`src/rtl/dmx_pkg.sv`:
```
// dmx_pkg: shared constants, the arbiter state type and the channel-address
// legality check for the DMX512 transmitter write-port arbiter.
package dmx_pkg;

  localparam int DMX_CHANNELS = 512;
  localparam int DMX_ADDR_W   = 10;
  localparam int DMX_DATA_W   = 8;
  localparam int GRANT_W      = 3;

  localparam logic [DMX_ADDR_W-1:0] DMX_MAX_ADDR = DMX_ADDR_W'(DMX_CHANNELS);

  typedef enum logic [1:0] {
    IDLE     = 2'd0,
    BURST    = 2'd1,
    BLACKOUT = 2'd2
  } arb_state_t;

  // Channel 0 is the DMX start code slot and is never addressed by the
  // write port; legal channels are 1..512.
  function automatic logic addr_legal(input logic [DMX_ADDR_W-1:0] addr);
    return (addr != '0) && (addr <= DMX_MAX_ADDR);
  endfunction

endpackage

```
`src/rtl/dmx_rr_arbiter.sv`:
```
// dmx_rr_arbiter: combinational round-robin pick.
//   valid     - per-requester request vector
//   rr_ptr    - index of the most recently served requester
//   winner    - first valid index searching upward from rr_ptr+1, with wrap
//   any_valid - at least one request is present
module dmx_rr_arbiter
  import dmx_pkg::*;
#(
  parameter int NUM_REQ = 4
) (
  input  logic [NUM_REQ-1:0] valid,
  input  logic [GRANT_W-1:0] rr_ptr,
  output logic [GRANT_W-1:0] winner,
  output logic               any_valid
);

  logic found;

  always_comb begin
    winner    = rr_ptr;
    found     = 1'b0;
    any_valid = |valid;
    // Offset 1..NUM_REQ: the last-served requester is considered last.
    for (int i = 1; i <= NUM_REQ; i++) begin
      for (int j = 0; j < NUM_REQ; j++) begin
        if (!found && valid[j] && (((int'(rr_ptr) + i) % NUM_REQ) == j)) begin
          winner = GRANT_W'(j);
          found  = 1'b1;
        end
      end
    end
  end

endmodule

```
`src/rtl/dmx_write_arbiter.sv`:
```
// dmx_write_arbiter: shares the DMX512 transmitter channel write port among
// NUM_REQ requesters, granting whole bursts round-robin, and runs a
// priority blackout sweep that writes zero to channels 1..512.
//
// Ports
//   clk, rst                    clock; asynchronous active-high reset
//   req_valid/addr/data/last    per-requester byte stream
//   req_ready                   per-requester accept (valid & ready)
//   blackout                    single-cycle blackout request
//   blackout_busy               blackout pending or running
//   write_addr/data/en          registered transmitter write port
//   grant_id                    current or last granted requester
//   busy                        arbiter not in IDLE
//   err_addr                    pulse: illegal-address byte was accepted
//
// state    | meaning
// IDLE     | arbitrate; blackout takes priority over requesters
// BURST    | grant_id owns the port until last byte or idle timeout
// BLACKOUT | sweep zero into channels 1..512, one per cycle
module dmx_write_arbiter
  import dmx_pkg::*;
#(
  parameter int NUM_REQ = 4,
  parameter int TIMEOUT = 256
) (
  input  logic                                clk,
  input  logic                                rst,
  input  logic [NUM_REQ-1:0]                  req_valid,
  input  logic [NUM_REQ-1:0][DMX_ADDR_W-1:0]  req_addr,
  input  logic [NUM_REQ-1:0][DMX_DATA_W-1:0]  req_data,
  input  logic [NUM_REQ-1:0]                  req_last,
  output logic [NUM_REQ-1:0]                  req_ready,
  input  logic                                blackout,
  output logic                                blackout_busy,
  output logic [DMX_ADDR_W-1:0]               write_addr,
  output logic [DMX_DATA_W-1:0]               write_data,
  output logic                                write_en,
  output logic [GRANT_W-1:0]                  grant_id,
  output logic                                busy,
  output logic                                err_addr
);

  localparam int TW = $clog2(TIMEOUT + 1);
  // Down-counter: reaching zero while still idle means TIMEOUT idle cycles.
  localparam logic [TW-1:0]      IDLE_LOAD = TW'(TIMEOUT - 1);
  localparam logic [GRANT_W-1:0] RR_RESET  = GRANT_W'(NUM_REQ - 1);

  arb_state_t              state, state_nxt;
  logic [GRANT_W-1:0]      grant_q, grant_nxt;
  logic [GRANT_W-1:0]      rr_ptr, rr_ptr_nxt;
  logic [TW-1:0]           idle_left, idle_left_nxt;
  logic [DMX_ADDR_W-1:0]   bo_cnt, bo_cnt_nxt;
  logic                    bo_pending, bo_pending_nxt;

  logic [GRANT_W-1:0]      win_id;
  logic                    any_valid;
  logic                    xfer;
  logic [DMX_ADDR_W-1:0]   sel_addr;
  logic [DMX_DATA_W-1:0]   sel_data;
  logic                    sel_last;

  dmx_rr_arbiter #(.NUM_REQ(NUM_REQ)) u_rr (
    .valid     (req_valid),
    .rr_ptr    (rr_ptr),
    .winner    (win_id),
    .any_valid (any_valid)
  );

  always_comb begin
    req_ready = '0;
    sel_addr  = '0;
    sel_data  = '0;
    sel_last  = 1'b0;
    for (int i = 0; i < NUM_REQ; i++) begin
      if (grant_q == GRANT_W'(i)) begin
        req_ready[i] = (state == BURST);
        sel_addr     = req_addr[i];
        sel_data     = req_data[i];
        sel_last     = req_last[i];
      end
    end
  end

  assign xfer          = |(req_ready & req_valid);
  assign busy          = (state != IDLE);
  assign blackout_busy = bo_pending || (state == BLACKOUT);
  assign grant_id      = grant_q;

  always_ff @(posedge clk or posedge rst) begin
    if (rst) begin
      state      <= IDLE;
      grant_q    <= '0;
      rr_ptr     <= RR_RESET;
      idle_left  <= IDLE_LOAD;
      bo_cnt     <= '0;
      bo_pending <= 1'b0;
    end else begin
      state      <= state_nxt;
      grant_q    <= grant_nxt;
      rr_ptr     <= rr_ptr_nxt;
      idle_left  <= idle_left_nxt;
      bo_cnt     <= bo_cnt_nxt;
      bo_pending <= bo_pending_nxt;
    end
  end

  always_comb begin
    state_nxt      = state;
    grant_nxt      = grant_q;
    rr_ptr_nxt     = rr_ptr;
    idle_left_nxt  = idle_left;
    bo_cnt_nxt     = bo_cnt;
    bo_pending_nxt = bo_pending;
    case (state)
      IDLE: begin
        // Checking the live pulse too lets a blackout beat a request
        // arriving in the same cycle.
        if (blackout || bo_pending) begin
          state_nxt      = BLACKOUT;
          bo_pending_nxt = 1'b0;
          bo_cnt_nxt     = DMX_ADDR_W'(1);
        end else if (any_valid) begin
          state_nxt     = BURST;
          grant_nxt     = win_id;
          idle_left_nxt = IDLE_LOAD;
        end
      end
      BURST: begin
        if (blackout) bo_pending_nxt = 1'b1;
        if (xfer) begin
          idle_left_nxt = IDLE_LOAD;
          if (sel_last) begin
            rr_ptr_nxt = grant_q;
            state_nxt  = IDLE;
          end
        end else if (idle_left == '0) begin
          rr_ptr_nxt = grant_q;
          state_nxt  = IDLE;
        end else begin
          idle_left_nxt = idle_left - TW'(1);
        end
      end
      BLACKOUT: begin
        if (bo_cnt == DMX_MAX_ADDR) state_nxt = IDLE;
        else                        bo_cnt_nxt = bo_cnt + DMX_ADDR_W'(1);
      end
      default: state_nxt = IDLE;
    endcase
  end

  always_ff @(posedge clk or posedge rst) begin
    if (rst) begin
      write_en   <= 1'b0;
      write_addr <= '0;
      write_data <= '0;
      err_addr   <= 1'b0;
    end else begin
      write_en <= 1'b0;
      err_addr <= 1'b0;
      if (state == BLACKOUT) begin
        write_en   <= 1'b1;
        write_addr <= bo_cnt;
        write_data <= '0;
      end else if (xfer) begin
        if (addr_legal(sel_addr)) begin
          write_en   <= 1'b1;
          write_addr <= sel_addr;
          write_data <= sel_data;
        end else begin
          err_addr <= 1'b1;
        end
      end
    end
  end

endmodule

```
`config.mk`:
```
export PLATFORM = sky130hd
export DESIGN_NAME = dmx_write_arbiter
export DESIGN_NICKNAME = d
export VERILOG_FILES = /design/src/rtl/dmx_pkg.sv /design/src/rtl/dmx_rr_arbiter.sv /design/src/rtl/dmx_write_arbiter.sv
export SDC_FILE = /design/constraint.sdc
export NUM_CORES = 1
export LEC_CHECK = 0
export ABC_AREA = 1
export CAP_MARGIN = 5
export CORE_MARGIN = 2
export CORE_UTILIZATION = 50
export DETAILED_ROUTE_END_ITERATION = 10
export GPL_TIMING_DRIVEN = 0
export PLACE_DENSITY = 0.86
export SLEW_MARGIN = 20
export SYNTH_ARGS = -nofsm -noshare
export SYNTH_HDL_FRONTEND = slang
export SYNTH_SLANG_ARGS = --single-unit
```
`constraint.sdc`:
```
create_clock -name clk -period 3.78 [get_ports clk]
set_input_delay 0.756 -clock clk [delete_from_list [all_inputs] [get_ports clk]]
set_output_delay 0.756 -clock clk [all_outputs]
set_load 0.01 [all_outputs]
```
# ---- Word level (Yosys, flattened, before mapping)
# Cells that the tools add are included.
dict set report totals {
  reg_bits 48
  latchBits 0
  mem_bits_rw 0
  rom_bits 0
  in_bits 83
  out_inout_bits 29
  elab_cells 208
  mem_count 0
}
dict set report classes {
  addsub 6
  n_mul 0
  n_div 0
  n_lt_le_gt_ge 1
  n_eq_ne 29
  n_shift 0
  n_mux 80
  n_bitwise 6
  reduce_logical 76
}
# operator n
set op_table {}
lappend op_table {{32-bit zero test} 4}
lappend op_table {{10-bit two-way mux} 9}
lappend op_table {{3-bit two-way mux} 19}
lappend op_table {{8-bit two-way mux} 7}
lappend op_table {{9-bit two-way mux} 4}
lappend op_table {{1-bit logical AND} 32}
lappend op_table {{1-bit two-way mux} 31}
lappend op_table {{3-bit equality test, second input constant} 8}
lappend op_table {{10-bit case mux with 2 select lines} 1}
lappend op_table {{3-bit by 2-bit equality test with 1-bit output, second input constant} 6}
lappend op_table {{9-bit case mux with 2 select lines} 1}
lappend op_table {{1-bit zero test} 15}
lappend op_table {{2-bit two-way mux} 6}
lappend op_table {{3-bit AND reduction} 4}
lappend op_table {{2-bit nonzero test} 6}
lappend op_table {{10-bit by 1-bit adder with 10-bit output, second input constant} 1}
lappend op_table {{10-bit equality test, second input constant} 1}
lappend op_table {{10-bit less-or-equal comparator, second input constant} 1}
lappend op_table {{2-bit != test, second input constant} 5}
lappend op_table {{10-bit nonzero test} 1}
lappend op_table {{9-bit zero test} 1}
lappend op_table {{3-bit != test, second input constant} 3}
lappend op_table {{9-bit by 1-bit subtractor with 9-bit output, second input constant} 1}
lappend op_table {{4-bit AND reduction} 2}
lappend op_table {{other kinds (18)} 29}

# ---- Logic depth before layout (Yosys ltp)
# Gate-level depths: netlist of the first run.
dict set report depth {
  depth_word 66
  depth_mapped 14
  mapped_depth_nobuf 14
}

# ---- Hierarchy
# From an unflattened synthesis of the first run, not the netlist that was laid out.
dict set report hier_totals {
  hier_cells 481
  hier_area_um2 3373.2
}
# mod instances cells_per_inst area_each_um2 seq_area_each_um2
set modules_own_cells {}
lappend modules_own_cells {dmx_write_arbiter 1 428 3100.5 1213.7}
lappend modules_own_cells {dmx_rr_arbiter 1 53 272.8 0.0}

# ---- Worst setup path before layout of the first run
# OpenSTA, ideal clock, no wires.
dict set report synth_timing {
  path_type {input -> register}
  start {input port blackout}
  end {register idle_left[3]}
  setup_ns 0.081
  arrival_time_ns 1.892
  required_time_ns 3.699
  setup_slack_ns 1.807
  path_stages 10
  n_path_buf 0
  cell_sequence {nor2_1 > inv_1 > nor2_1 > inv_1 > a21oi_1 > nand2_1 > nand2_1 > inv_1 > o21ai_0 > nand2_1}
}
dict set report synth_between {
  elab_chain_cells 3
}
# element line
set synth_rtl {}
lappend synth_rtl {{start, declared} dmx_write_arbiter.sv:33} ;# input logic blackout,
lappend synth_rtl {{1-bit logical OR} dmx_write_arbiter.sv:118} ;# if (blackout || bo_pending) begin
lappend synth_rtl {{2-bit != test (no source line)} -}
lappend synth_rtl {{4-bit AND reduction (no source line)} -}
lappend synth_rtl {{end signal, assigned} dmx_write_arbiter.sv:101} ;# idle_left <= idle_left_nxt;
lappend synth_rtl {{end, declared} dmx_write_arbiter.sv:51} ;# logic [TW-1:0] idle_left, idle_left_nxt;
# Every way passes these cells.
# A chain may end at the register's enable or synchronous reset.

# ---- Worst setup path in the final report of the first run
dict set report layout_timing {
  start {register state[1]}
  end {output port blackout_busy}
}
dict set report layout_between {
  elab_chain_cells 2
}
# element line
set layout_rtl {}
lappend layout_rtl {{start, declared} dmx_write_arbiter.sv:48} ;# arb_state_t state, state_nxt;
lappend layout_rtl {{start signal, assigned} dmx_write_arbiter.sv:98} ;# state <= state_nxt;
lappend layout_rtl {{2-bit equality test} dmx_write_arbiter.sv:86} ;# assign blackout_busy = bo_pending || (state == BLACKOUT);
lappend layout_rtl {{1-bit logical OR} dmx_write_arbiter.sv:86}
lappend layout_rtl {{end, declared} dmx_write_arbiter.sv:34} ;# output logic blackout_busy,
# Every way passes these cells.

==> results.py, run 1 <==
metrics = {
    "sta": {
        "period_share_pct": 77.2,
        "tightestPinTransition_ns": 0.463,
        "finalCriticalPeriod_ns": 2.92,
        "setup_tns_ns": 0,
        "rsz0062_at_grt": "no",
        "clock.fmax_mhz": 343,
        "fin_ws_ns": 0.861,
        "setup_violations": 0,
        "finalClockSkew_ns": 0.0106,
        "final-hold-violation-count": 0,
        "drv_slew": 0,
        "relSlewSlack_pct": 68.9,
    },
    "setup_path": {
        "slowest_delay_ns": 0.53,
        "cp_num_cells": 5,
        "crit_path_end_kind": "primary output",
        "cp_top_family": "buffers and inverters",
        "cp.required_ns": 3.02,
        "timing.rr.end": "write_data[4]",
        "crit_buf_inv": 3,
        "reg2reg_depth": 13,
        "ff2ff_setup_slack_ns": 1.57,
        "critical_path_arrival_ns": 2.16,
        "slowest_stage": "clkdlybuf4s50_1",
        "path_class": "reg -> out",
        "startpoint_type": "flip-flop",
        "reg2reg_from": "grant_id[1]",
        "crit_chain": "inv_1 -> nor2_1 -> clkbuf_1 -> or2_2 -> clkdlybuf4s50_1",
        "cp_max_fo": 10,
    },
    "power": {
        "p_leak_nw": 2.24,
        "seqPwrFrac_pct": 27.4,
        "power_density_nw_per_um2": 578,
        "power_frac_comb_pct": 61.1,
        "switching_share_pct": 48.7,
        "p_clk_share_pct": 11.5,
        "power.total_mw": 2.73,
        "p_int_mw": 1.40,
        "peakVddDrop_v": 0.000465,
        "p_sw_mw": 1.33,
    },
    "floorplanning": {
        "die_y_um": 86.4,
        "dieArea_um2": 7470,
        "die_x_um": 86.4,
        "core_um2": 6680,
        "fp-row-count": 30,
        "boundaryPins": 112,
        "start_util_pct": 50.9,
    },
    "synth": {
        "mappedNetlistArea_um2": 3400,
        "ys_seq_area_share_pct": 35.0,
        "synth-seq-cells": 47,
        "synth_area_leader_cell": "dfrtp_1",
        "synth_top_area_share_pct": 27.2,
        "synth_fp_nets": 600,
        "yosys-top-cells-area": "dfrtp_1, nand3_1, nand2_1",
        "postSynthAreaPerCell_um2": 6.61,
        "syn_inst": 514,
        "ys_warn_count": 0,
        "synth.distinct_cells": 35,
    },
    "final_layout": {
        "final_common_cell": "nand2_1",
        "nets": 719,
        "area_delta_synth_final_pct": 38.8,
        "fillCellCount": 570,
        "layout.cells.most_common_list": "nand2_1, clkdlybuf4s50_1, nand3_1, nor2_1, inv_1",
        "drive_gt1_share_pct": 7.89,
        "n_antenna_cell": 0,
    },
    "detailed_routing": {
        "routed_wl_mm": 10.5,
        "drtIter0Drc": 324,
        "dr.pass1.iters": 5,
        "drc": 0,
        "num_vias": 3983,
        "final_antenna_net_count": 0,
        "viasPerCell": 5.58,
        "wl_per_cell_um": 14.7,
    },
    "clock_tree": {
        "htreeDepth": 2,
        "cts_tree": "yes",
        "cts_hold_buf": 0,
        "post_cts_buffers": 0,
        "insertion_delay_ns": 0.31,
        "clockBufferDepth": 2,
        "cts-root-buf": "clkbuf_8",
        "clkSinkCount": 47,
        "cts_buffers": 5,
        "clk_pin_slew_ns": 0.09,
        "cts_resized": 0,
    },
    "global_route": {
        "antenna_found_initial": 0,
        "grt_pass1_wl_mm": 17.4,
        "grt_use_total_pct": 29.0,
        "grt_pass1_vias": 3859,
        "grt_max_degree": 29,
        "grt_overflow": 0,
    },
    "place": {
        "dp_hpwl_mm": 8.15,
        "post-place-ws_ns": 0.992,
        "place_congestion": 0.926,
        "port_buffers": 111,
    },
    "run_status": {
        "status": "completed",
    },
    "min_path": {
        "hp-start": "write_data[7]",
        "whs_endpoint": "write_data[7]",
        "hold_depth": 2,
        "hp-class": "reg -> reg",
    },
    "job": {
        "drv_cap": 0,
    },
}
==> cells in the mapped netlist, drive strengths merged <==
library cell,instances
a211oi,1
a21oi,11
a31oi,16
a32oi,1
buf,17
clkbuf,4
clkinv,1
dfrtp,37
dfstp,10
ha,3
inv,59
nand2,118
nand3,98
nand3b,2
nand4,16
nor2,73
nor3,10
nor3b,1
nor4,2
o211ai,1
o21ai,30
o31ai,1
or2,1
xor2,1
==> cells by family after synthesis <==
logic type      share of synthesized area (%)
compound gates                           10.1
flops                                    35.0
buf+inv                                  10.8
simple gates                             42.8
xor+xnor                                0.258
fa+ha+maj                                1.10
==> registers in the layout (all words and copies together), names as in the netlist <==
name	count
bo_cnt	10
idle_left	9
rr_ptr	2
write_addr	10
write_en	1
state	2
err_addr	1
bo_pending	1
write_data	8
grant_id	3
==> power groups by stage <==
| stage | Combinational [mW] | Sequential (mW) | Clock, mW |
|---|---|---|---|
| 2_1_floorplan | 1.05 | 0.765 | 0 |
| 3_3_place_gp | 1.60 | 0.753 | 0 |
| 3_5_place_dp | 1.64 | 0.756 | 0 |
| 4_1_cts | 1.65 | 0.746 | 0.313 |
| 5_1_grt | 1.86 | 0.767 | 0.341 |
| 6_report | 1.66 | 0.747 | 0.313 |
==> metrics by stage <==
| stage | instance area, um^2 | cells | hold slack [ns] | util, % |
|---|---|---|---|---|
| 2_1_floorplan | 3400 | 514 | 0.459 | - |
| 3_3_place_gp | 4610 | 705 | 0.470 | 69.0 |
| 3_5_place_dp | 4630 | 706 | 0.489 | 69.3 |
| 4_1_cts | 4720 | 714 | 0.508 | 70.6 |
| 5_1_grt | 4720 | 714 | 0.526 | 70.6 |
| 6_report | 4720 | 714 | 0.506 | 70.6 |
==> worst max path at each step <==
| stage | slack [ns] | start | endpoint |
|---|---|---|---|
| floorplan | 1.81 | blackout | idle_left[3] |
| global placement | 0.97 | rst | grant_id[1] |
| detailed placement | 0.99 | blackout | idle_left[3] |
| CTS | 0.88 | state[1] | blackout_busy |
| global route | 0.76 | state[1] | blackout_busy |
| finish | 0.86 | state[1] | blackout_busy |
==> metal layers <==
metal	track usage, %	vias to the layer above	routed length (um)
met2	50.3	175	5160
met4	8.38	0	238
met1	37.4	1833	4380
li1	-	1943	-
met5	0	-	0
met3	4.67	32	697
==> tightest hold or removal path: cells and delay by family, from the launching register on <==
family	cells	cell delay (ns)
flops	1	0.35
simple gates	2	0.12
==> final cells by class <==
| type | count | area [um^2] | share of cell area [%] |
|---|---|---|---|
| Buffer | 21 | 138 | 2.92 |
| Clock buffer | 6 | 72.6 | 1.54 |
| Clock inverter | 2 | 13.8 | 0.292 |
| Inverter | 60 | 230 | 4.88 |
| Multi-Input combinational cell | 386 | 1840 | 39.1 |
| Sequential cell | 47 | 1190 | 25.2 |
| Tap cell | 80 | 100 | 2.12 |
| Timing Repair Buffer | 112 | 1130 | 24.0 |
Power figures use the tool's default switching activity.
==> run 2: changes to the inputs <==
--- a/config.mk
+++ b/config.mk
@@ -8,10 +8,10 @@
 export ABC_AREA = 1
 export CAP_MARGIN = 5
 export CORE_MARGIN = 2
-export CORE_UTILIZATION = 50
+export CORE_UTILIZATION = 42
 export DETAILED_ROUTE_END_ITERATION = 10
 export GPL_TIMING_DRIVEN = 0
-export PLACE_DENSITY = 0.86
+export PLACE_DENSITY = 0.77
 export SLEW_MARGIN = 20
 export SYNTH_ARGS = -nofsm -noshare
 export SYNTH_HDL_FRONTEND = slang
==> constraint.sdc (replaced) <==
create_clock -name clk -period 2.4 [get_ports clk]
set_input_delay 0.48 -clock clk [delete_from_list [all_inputs] [get_ports clk]]
set_output_delay 0.48 -clock clk [all_outputs]
set_load 0.01 [all_outputs]
==> run 2 against run 1 <==
- combinational power is 60% higher
- flip-flop and latch count stayed put
- count of clock-buffer cells in the layout stayed put
- wire length hardly changed
- critical path depth stayed put
- design area is 2.0% higher
- first-iteration DRC count is 36% lower
- clock skew is 0.0035 ns lower
- via count is 1.5% lower
- critical endpoint unchanged
==> results.py, run 2 (synthesis gave the netlist of run 1 again) <==
metrics = {
    "final_layout": {
        "layout.cells.most_common_list": "nand2_1, clkdlybuf4s50_1, nand3_1, nor2_1, inv_1",
        "reg_top3": "bo_cnt: 10 flops, write_addr: 10 flops, idle_left: 9 flops",
        "area_delta_synth_final_pct": 41.6,
        "fillCellCount": 715,
        "layout.cells.non_filler": 736,
        "drive_gt1_share_pct": 9.15,
        "nets": 719,
        "finalInstanceArea_um2": 4810,
        "final_common_cell": "nand2_1",
        "n_antenna_cell": 0,
    },
    "power": {
        "power_density_nw_per_um2": 931,
        "p_clk_share_pct": 14.5,
        "p_leak_nw": 2.28,
        "p_int_mw": 2.36,
        "seqPwrFrac_pct": 26.4,
        "peakVddDrop_v": 0.000447,
        "p_sw_mw": 2.12,
        "power_frac_comb_pct": 59.1,
        "switching_share_pct": 47.3,
    },
    "clock_tree": {
        "clkSinkCount": 47,
        "htreeDepth": 2,
        "cts-root-buf": "clkbuf_8",
        "post_cts_buffers": 0,
        "clockBufferDepth": 2,
        "cts_buffers": 5,
        "cts_hold_buf": 0,
        "cts_tree": "yes",
        "clk_pin_slew_ns": 0.10,
        "insertion_delay_ns": 0.32,
    },
    "sta": {
        "finalCriticalPeriod_ns": 2.35,
        "tightestPinTransition_ns": 0.596,
        "drv_slew": 0,
        "period_share_pct": 97.8,
        "clock.fmax_mhz": 426,
        "setup_violations": 0,
        "hold_slack_ns": 0.489,
        "relSlewSlack_pct": 60.2,
        "final-hold-violation-count": 0,
        "finalClockSkew_ns": 0.00714,
    },
    "setup_path": {
        "timing.rr.end": "write_data[7]",
        "startpoint_type": "flip-flop",
        "path_class": "reg -> out",
        "cp_max_fo": 10,
        "crit_start": "state[1]",
        "reg2reg_depth": 13,
        "critical_path_arrival_ns": 1.87,
        "cp.required_ns": 1.92,
        "reg2reg_from": "grant_id[1]",
        "crit_end": "blackout_busy",
        "crit_path_end_kind": "primary output",
        "slowest_stage": "clkdlybuf4s50_1",
        "ff2ff_setup_slack_ns": 0.21,
        "crit_chain": "inv_2 -> nor2_4 -> clkbuf_4 -> or2_2 -> clkdlybuf4s50_1",
        "slowest_delay_ns": 0.48,
    },
    "place": {
        "dp_cells": 728,
        "port_buffers": 111,
        "place_congestion": 0.933,
        "place_area_um2": 4660,
        "dp_hpwl_mm": 8.21,
    },
    "run_status": {
        "status": "completed",
    },
    "detailed_routing": {
        "drc": 0,
        "viasPerCell": 5.33,
        "final_antenna_net_count": 0,
        "drtIter0Drc": 206,
        "wl_per_cell_um": 14.2,
        "dr.pass1.iters": 5,
        "num_vias": 3922,
        "routed_wl_mm": 10.5,
    },
    "global_route": {
        "grt_max_degree": 27,
        "grt_overflow": 0,
        "grt_pass1_vias": 3684,
        "antenna_found_initial": 0,
        "grt_pass1_wl_mm": 17.0,
        "grt_use_total_pct": 24.3,
    },
    "floorplanning": {
        "fp-row-count": 32,
        "die_y_um": 94.0,
        "boundaryPins": 112,
        "core_um2": 7770,
        "dieArea_um2": 8830,
        "start_util_pct": 43.7,
        "die_x_um": 94.0,
    },
    "job": {
        "drv_cap": 0,
    },
    "min_path": {
        "hp-class": "reg -> reg",
    },
}
run 2: routing by layer:
metal,GRT usage [%],up-vias,routed length (um)
met1,30.6,1805,4540
met5,0,-,0
li1,-,1941,-
met4,8.57,0,240
met2,41.8,154,5100
met3,3.93,22,589
run 2: layout make-up:
| class | count | area, um^2 | area share [%] |
|---|---|---|---|
| multi-input combinational | 386 | 1860 | 38.6 |
| sequential | 47 | 1190 | 24.7 |
| timing repair buffer | 112 | 1140 | 23.7 |
| inverter | 60 | 230 | 4.79 |
| buffer | 21 | 144 | 2.99 |
| tap | 102 | 128 | 2.65 |
| clock buffer | 6 | 82.6 | 1.72 |
| clock inverter | 2 | 38.8 | 0.806 |
run 2: worst min-delay path by stage:
stage                        startpoint             to  depth (start not counted)
after floorplan            idle_left[1]   idle_left[1]                          2
after global placement     idle_left[1]   idle_left[1]                          2
after detailed placement   idle_left[1]   idle_left[1]                          2
after CTS                  idle_left[1]   idle_left[1]                          2
after global routing      write_data[1]  write_data[1]                          2
final                      idle_left[1]   idle_left[1]                          2
run 2: power groups by stage:
stage / sequential [mW] / combinational, mW / clock [mW]
floorplan: 1.21 / 1.65 / 0
global placement: 1.19 / 2.53 / 0
detailed placement: 1.19 / 2.58 / 0
CTS: 1.18 / 2.61 / 0.650
global route: 1.21 / 2.96 / 0.689
finish: 1.18 / 2.65 / 0.650
run 2: repair_timing:
item | CTS | global route
endpoints found under the setup margin | 1 | 13
pin swaps | 0 | 0
resized for setup | 3 | 9
run 2: per-stage QoR:
stage	util (%)	TNS [ns]	setup WS (ns)	power, mW
4_1_cts	61.7	0	0.0223	4.44
2_1_floorplan	-	0	0.566	2.85
3_3_place_gp	59.7	-5.96	-0.162	3.72
6_report	61.9	0	0.0523	4.48
5_1_grt	61.9	-0.00329	-0.00329	4.86
3_5_place_dp	60.1	-0.0276	-0.0155	3.77
run 2: critical path, delay by kind of cell, from the launching register on:
family,cells,cell delay (ns)
buffers and inverters,3,0.78
flip-flops,1,0.42
AND/OR/NAND/NOR,2,0.35
